`src/rtl/uart_tx_arbiter.sv`:
```
// rtl/uart_tx_arbiter.sv - round-robin arbiter sharing one UART transmitter between NREQ byte sources
// Optional feature macro: UART_ARB_LOCK_EN (hold the grant on one requester until a byte with req_last=1)
module uart_tx_arbiter #(
  parameter int NREQ           = 2,
  parameter int GAP_CYCLES     = 0,
  parameter int TIMEOUT_CYCLES = 0
) (
  input  logic              clk,
  input  logic              rst,
  input  logic [NREQ-1:0]   req_valid,
  input  logic [8*NREQ-1:0] req_data,
  input  logic [NREQ-1:0]   req_last,
  output logic [NREQ-1:0]   req_ready,
  output logic [7:0]        tx_word,
  output logic              tx_start,
  input  logic              tx_done,
  output logic [NREQ-1:0]   grant,
  output logic              busy,
  output logic              timeout_err
);

  localparam int PW   = (NREQ < 2) ? 1 : $clog2(NREQ);
  localparam int MAXC = (GAP_CYCLES > TIMEOUT_CYCLES) ? GAP_CYCLES : TIMEOUT_CYCLES;
  localparam int CW   = (MAXC < 2) ? 1 : $clog2(MAXC);
  localparam logic [CW-1:0] GAP_LAST = CW'((GAP_CYCLES > 0) ? GAP_CYCLES - 1 : 0);
  localparam logic [CW-1:0] TO_LAST  = CW'((TIMEOUT_CYCLES > 0) ? TIMEOUT_CYCLES - 1 : 0);

  typedef enum logic [1:0] {ST_IDLE, ST_WAIT, ST_GAP} state_t;

  state_t          state_q;
  logic [PW-1:0]   ptr_q;
  logic [PW-1:0]   cur_q;
  logic [CW-1:0]   cnt_q;
  logic [NREQ-1:0] grant_q;
  logic [NREQ-1:0] ready_q;
  logic [7:0]      word_q;
  logic            start_q;
  logic            busy_q;
  logic            err_q;
  logic            locked;

  logic [7:0]      req_bytes [NREQ];
  logic            pick_found;
  logic [PW-1:0]   pick_idx;
  logic [PW-1:0]   cand;
  logic [PW-1:0]   ptr_next;
  logic            to_hit;

`ifdef UART_ARB_LOCK_EN
  logic            lock_q;
  logic            last_q;
  assign locked = lock_q;
`else
  logic            unused_last;
  assign locked      = 1'b0;
  assign unused_last = ^req_last;
`endif

  // Split the flat data bus into one byte per requester
  always_comb begin
    for (int i = 0; i < NREQ; i++) begin
      req_bytes[i] = req_data[8*i +: 8];
    end
  end

  // First valid requester at or after the pointer; while locked only the pointer itself qualifies
  always_comb begin
    pick_found = 1'b0;
    pick_idx   = ptr_q;
    cand       = '0;
    for (int k = NREQ - 1; k >= 0; k--) begin
      cand = PW'((int'(ptr_q) + k) % NREQ);
      if (req_valid[cand] && (k == 0 || !locked)) begin
        pick_found = 1'b1;
        pick_idx   = cand;
      end
    end
  end

  assign ptr_next = (cur_q == PW'(NREQ - 1)) ? '0 : cur_q + PW'(1);
  assign to_hit   = (TIMEOUT_CYCLES > 0) && (cnt_q == TO_LAST);

  // Arbitration FSM with all outputs registered
  always_ff @(posedge clk or posedge rst) begin
    if (rst) begin
      state_q <= ST_IDLE;
      ptr_q   <= '0;
      cur_q   <= '0;
      cnt_q   <= '0;
      grant_q <= '0;
      ready_q <= '0;
      word_q  <= '0;
      start_q <= 1'b0;
      busy_q  <= 1'b0;
      err_q   <= 1'b0;
`ifdef UART_ARB_LOCK_EN
      lock_q  <= 1'b0;
      last_q  <= 1'b0;
`endif
    end else begin
      ready_q <= '0;
      case (state_q)
        ST_IDLE: begin
          if (pick_found) begin
            grant_q <= NREQ'(1) << pick_idx;
            ready_q <= NREQ'(1) << pick_idx;
            word_q  <= req_bytes[pick_idx];
            start_q <= 1'b1;
            busy_q  <= 1'b1;
            cur_q   <= pick_idx;
            cnt_q   <= '0;
            state_q <= ST_WAIT;
`ifdef UART_ARB_LOCK_EN
            last_q  <= req_last[pick_idx];
`endif
          end
        end
        ST_WAIT: begin
          if (tx_done || to_hit) begin
            start_q <= 1'b0;
            grant_q <= '0;
            cnt_q   <= '0;
            if (!tx_done) err_q <= 1'b1;
`ifdef UART_ARB_LOCK_EN
            // A timeout always releases the lock so a dead transmitter cannot starve others
            if (last_q || !tx_done) begin
              ptr_q  <= ptr_next;
              lock_q <= 1'b0;
            end else begin
              ptr_q  <= cur_q;
              lock_q <= 1'b1;
            end
`else
            ptr_q   <= ptr_next;
`endif
            if (GAP_CYCLES > 0) begin
              state_q <= ST_GAP;
            end else begin
              state_q <= ST_IDLE;
              busy_q  <= 1'b0;
            end
          end else if (TIMEOUT_CYCLES > 0) begin
            cnt_q <= cnt_q + CW'(1);
          end
        end
        ST_GAP: begin
          if (cnt_q == GAP_LAST) begin
            cnt_q   <= '0;
            state_q <= ST_IDLE;
            busy_q  <= 1'b0;
          end else begin
            cnt_q <= cnt_q + CW'(1);
          end
        end
        default: begin
          state_q <= ST_IDLE;
          busy_q  <= 1'b0;
        end
      endcase
    end
  end

  assign req_ready   = ready_q;
  assign tx_word     = word_q;
  assign tx_start    = start_q;
  assign grant       = grant_q;
  assign busy        = busy_q;
  assign timeout_err = err_q;

endmodule

```
`config.mk`:
```
export PLATFORM = sky130hd
export DESIGN_NAME = uart_tx_arbiter
export DESIGN_NICKNAME = d
export VERILOG_FILES = /design/src/rtl/uart_tx_arbiter.sv
export SDC_FILE = /design/constraint.sdc
export NUM_CORES = 1
export LEC_CHECK = 0
export BUFFER_PORTS_ARGS = -buffer_cell sky130_fd_sc_hd__buf_4
export CELL_PAD_IN_SITES_DETAIL_PLACEMENT = 1
export CELL_PAD_IN_SITES_GLOBAL_PLACEMENT = 2
export CORE_MARGIN = 2
export CORE_UTILIZATION = 22
export CTS_CLUSTER_SIZE = 16
export DETAILED_ROUTE_END_ITERATION = 10
export PLACE_DENSITY = 0.81
export SLEW_MARGIN = 5
export SYNTH_ARGS = -nofsm -noshare
export SYNTH_HDL_FRONTEND = slang
export SYNTH_SLANG_ARGS = --single-unit
```
`constraint.sdc`:
```
create_clock -name clk -period 1.17 [get_ports clk]
set_input_delay 0.117 -clock clk [delete_from_list [all_inputs] [get_ports clk]]
set_output_delay 0.117 -clock clk [all_outputs]
set_load 0.02 [all_outputs]
```
After elaboration in Yosys (flattened, before gate mapping)
Cells that the tools add are included.
{ "word_totals": {"reg_bits": 19, "in_bits": 23, "out_inout_bits": 15} }
{ "op_classes": {"n_addsub": 3, "magnitude_cmp": 3, "eq_ne": 5, "shifts": 1, "mux": 28, "n_bitwise": 1, "n_reduce_logical": 8} }
{ "ops": {"columns": ["op", "n"], "rows": [
  ["8-bit 2-to-1 mux", 3],
  ["1-bit 2-to-1 mux", 14],
  ["2-bit 2-to-1 mux", 6],
  ["3-bit AND reduction", 3],
  ["2-bit inequality test (second input constant)", 3],
  ["1-bit case mux with 3 select lines", 2],
  ["2-bit case mux with 3 select lines", 1],
  ["1-bit by 2-bit less-than comparator with 1-bit output (second input constant)", 2],
  ["2-bit case mux with 2 select lines", 1],
  ["2-bit AND reduction", 2],
  ["1-bit adder (second input constant)", 3],
  ["3-bit nonzero test", 1],
  ["2-bit by 1-bit equality test with 1-bit output (second input constant)", 1],
  ["2-bit equality test (second input constant)", 1],
  ["2-bit greater-or-equal comparator (second input constant)", 1],
  ["2-bit zero test", 1],
  ["1-bit NOT with 2-bit output", 1],
  ["1-bit case mux with 2 select lines", 1],
  ["2-bit nonzero test", 1],
  ["1-bit by 1-bit << shifter with 2-bit output (first input constant)", 1]
]} }

Logic depth before layout (Yosys ltp)
{ "logic_depth": {"depth_word": 9, "mapped_depth": 4, "depth_no_buf": 3} }

Worst setup path after synthesis
No wires, ideal clock.
{ "synth_timing": {"kind": "register to register", "startpoint": "reg, netlist name busy", "endpoint": "reg word_q[0] (netlist: tx_word[0])", "setup_ns": 0.126, "arrival_time_ns": 1.258, "setup_slack_ns": -0.214, "path_stages_with_launch": 5, "n_path_buf": 1, "period_less_slack_ns": 1.384, "path_cell_list": "dfrtp_1 > o21bai_2 > buf_6 > and2_0 > a221o_1"} }
{ "synth_rtl": {"columns": ["element", "line_no", "rtl"], "rows": [
  ["to (signal assigned)", "107", "word_q <= req_bytes[pick_idx];"],
  ["to (decl)", "36", "logic [7:0] word_q;"]
]} }

==> results.tsv <==
stage	metric	value	unit
status	outcome	finished with violations	
status	violated checks	design-rule violations, negative setup slack	
critical_path	slowest stage delay, CP	0.45	ns
routing	DR DRC count	5	
floorplanning	Die Y	58.6	um
hold_path	Hold Path Origin	tx_done	
final_layout	Final #Nets	122	
hold_path	hold crit path type	in -> reg	
yosys	Synth area leaders	dfrtp_1 (57%), a221o_1 (11%), and2_0 (4.8%)	
critical_path	CP Data Required Time	1.35	ns
power_and_ir_drop	Logic pwr share	0.517	
power_and_ir_drop	Clock Power Share	0.127	
power_and_ir_drop	leak pwr	0.000553	uW
floorplanning	initial core utilization	0.234	
routing	WL/cell	16.5	um
timing	Final Hold Violating Endpoints	0	
hold_path	WHS Path Cells	2	
floorplanning	die width	58.6	um
timing	max frequency	846	MHz
yosys	FF+latch count, synth	15	
power_and_ir_drop	Sw Share	0.368	
cts	CTS tree	done	
timing	Clock Skews	0.00110	ns
cts	Worst-path clk slew	0.10	ns
final_layout	Final Instance Count excl. Fillers	129	
yosys	syn_area_per_cell	12.4	sq um
yosys	Synth top cells by count	dfrtp_1 (15), a221o_1 (7), and2_0 (5), inv_1 (5), nand2_1 (3)	
yosys	top-count cell post-synth	dfrtp_1	
power_and_ir_drop	pwr/cell area	2180	nW/um^2
yosys	Post-Syn Area	656	sq um
power_and_ir_drop	Int Power	1520	uW
global_route	pin count of the biggest net entering global routing	16	
timing	fin crit share	1.01	
power_and_ir_drop	IR Drop Worst-Case VDD	0.710	mV
placement	Post-DP HPWL	1550	um
global_route	vias in the first global route	658	
critical_path	CP max stage cell	dfrtp_2	
critical_path	R2R Path End	tx_word[7]	
cts	CTS Sinks	15	
yosys	Ys Warns	0	
placement	Routability Congestion	0.742	
critical_path	delay-heaviest family, CP	flip-flops	
run	max-cap viol count	0	
routing	router iterations before antenna repair	8	
power_and_ir_drop	Flop pwr share	0.355	
yosys	leading area contributor after synthesis	dfrtp_1	
critical_path	worst-path maximum fanout	5	
yosys	Synth cell types	19	
yosys	sequential share of the synthesized area	0.573	
critical_path	worst path bufs/invs	0	
timing	setup violators final	7	
global_route	GRT overflow	0	
timing	setup ws final	-0.0123	ns
critical_path	type of origin of the critical path	register	
timing	max-slew violation count	0	
timing	RSZ-0062 raised after global routing	yes	
placement	DP Area	995	sq um
final_layout	area grow syn2layout	67.7	%
power_and_ir_drop	switching power	883	uW
timing	minimum clock period	1.18	ns
cts	maximum root-to-sink buffer count	2	
yosys	syn nets	76	
global_route	initial antenna violation count	0	
cts	cts bufs inserted	3	
critical_path	Crit Path Class	reg -> reg	
cts	Root Buffer	clkbuf_4	
critical_path	flop-to-flop setup slack	-0.01	ns
placement	Placed Cells	123	
critical_path	critical path depth in cells	3	
critical_path	r2r worst-path depth	3	
yosys	Synth async-reset ratio	1.00	
routing	final WL	2130	um
routing	drt initial violations	11	
final_layout	n_diodes	0	
critical_path	Reg2Reg Launch Point	busy	
floorplanning	core box area	2810	sq um
final_layout	share of cells above drive strength 1	0.633	
routing	Routed Antenna Nets	0	
floorplanning	I/O pin cnt	38	
global_route	first-pass GRT wire length	3340	um
global_route	Total GRT Usage	0.136	
floorplanning	row count	19	
hold_path	Hold EP	busy	
cts	worst-skew pair later-pin latency	0.28	ns
yosys	Post-synth EDFFs	0	
final_layout	cell area after layout	1100	sq um
critical_path	worst path arrival time	1.36	ns
floorplanning	Die Area	3430	sq um
critical_path	critical-path cell list	o21bai_4, and2_0, a221o_1	
yosys	ys flop type	dfrtp_1	
routing	via count	607	
routing	routed vias/inst	4.71	
cts	H-tree depth	1	
critical_path	Critical Path End Type	register	
yosys	share of the synthesized area in the top cell type	0.573	
yosys	Gate Count Post-Synth	53	
placement	PortBufs	34	
## metrics by stage
stage | power [uW] | hold slack [ns] | setup TNS (ns) | worst slack [ns] | util
2_1_floorplan | 1400 | 0.0184 | -0.760 | -0.131 | -
3_5_place_dp | 1950 | 0.145 | -0.444 | -0.0743 | 0.355
4_1_cts | 2390 | 0.0385 | -0.110 | -0.0245 | 0.386
5_1_grt | 2560 | 0.0409 | -0.432 | -0.0677 | 0.392
6_report | 2400 | 0.0506 | -0.0361 | -0.0123 | 0.392
3_3_place_gp | 1900 | 0.142 | -0.170 | -0.0311 | 0.355
## worst max path at each step
stage               start    endpoint  slack (ns)
finish               busy  tx_word[7]       -0.01
global route        ptr_q  tx_word[0]       -0.07
CTS                 ptr_q  tx_word[0]       -0.02
detailed placement  ptr_q  tx_word[0]       -0.07
global placement     busy  tx_word[2]       -0.03
floorplan            busy  tx_word[0]       -0.13
## state kept, by name, summed over array words and instances (netlist names)
signal and flops:
busy 1, tx_word 8, req_ready 2, grant 2
cur_q 1, ptr_q 1
## cell usage in the layout, fill, tap and decap left out
cell type / count
a211oi_4: 1
o21bai_4: 2
buf_4: 37
a2111o_1: 1
a31o_2: 2
a221o_1: 7
dlygate4sd3_1: 1
o21ai_0: 2
nand2_1: 3
buf_6: 6
dfrtp_1: 13
o211a_4: 1
conb_1: 1
dfrtp_2: 2
and2_4: 6
a21oi_1: 1
and2_0: 1
clkinv_2: 1
nand3_2: 1
o2111ai_1: 1
inv_1: 5
clkbuf_4: 3
## power by group through the flow
stage | clock network, uW | registers (uW) | logic (uW)
after floorplan | 0 | 1050 | 353
after global placement | 0 | 836 | 1070
after detailed placement | 0 | 844 | 1110
after CTS | 320 | 849 | 1220
after global routing | 351 | 883 | 1320
final | 306 | 853 | 1240
## cells by family after synthesis
family / after synthesis / synth area share
DFF: 15 / 0.573
AOI/OAI and AO/OA: 17 / 0.250
buffers and inverters: 9 / 0.0763
other: 1 / 0.00572
and+or+nand+nor: 11 / 0.0954
## layout make-up
cell class | count | area, sq um
Fill cell | 324 | 1710
Sequential cell | 15 | 378
Timing Repair Buffer | 44 | 355
Multi-Input combinational cell | 30 | 282
Tap cell | 31 | 38.8
Clock buffer | 3 | 22.5
Inverter | 5 | 18.8
Clock inverter | 1 | 5.00
## per-layer routing
layer	track usage	vias to the layer above	wire [um]
met4	0.0682	0	19
met2	0.222	31	993
met3	0.0352	2	189
met5	0	-	0
li1	-	287	-
met1	0.166	287	929
## timing repair
item / 4_1_cts / 5_1_grt
gates resized for setup: 16 / 5
hold buffers: 1 / 0
endpoints found under the hold margin: 15 / 0
pin swaps: 13 / 5
setup endpoints to repair: 7 / 12
buffers inserted: 1 / 0
gates cloned: 1 / 0
(Power assumes the default switching activity.)
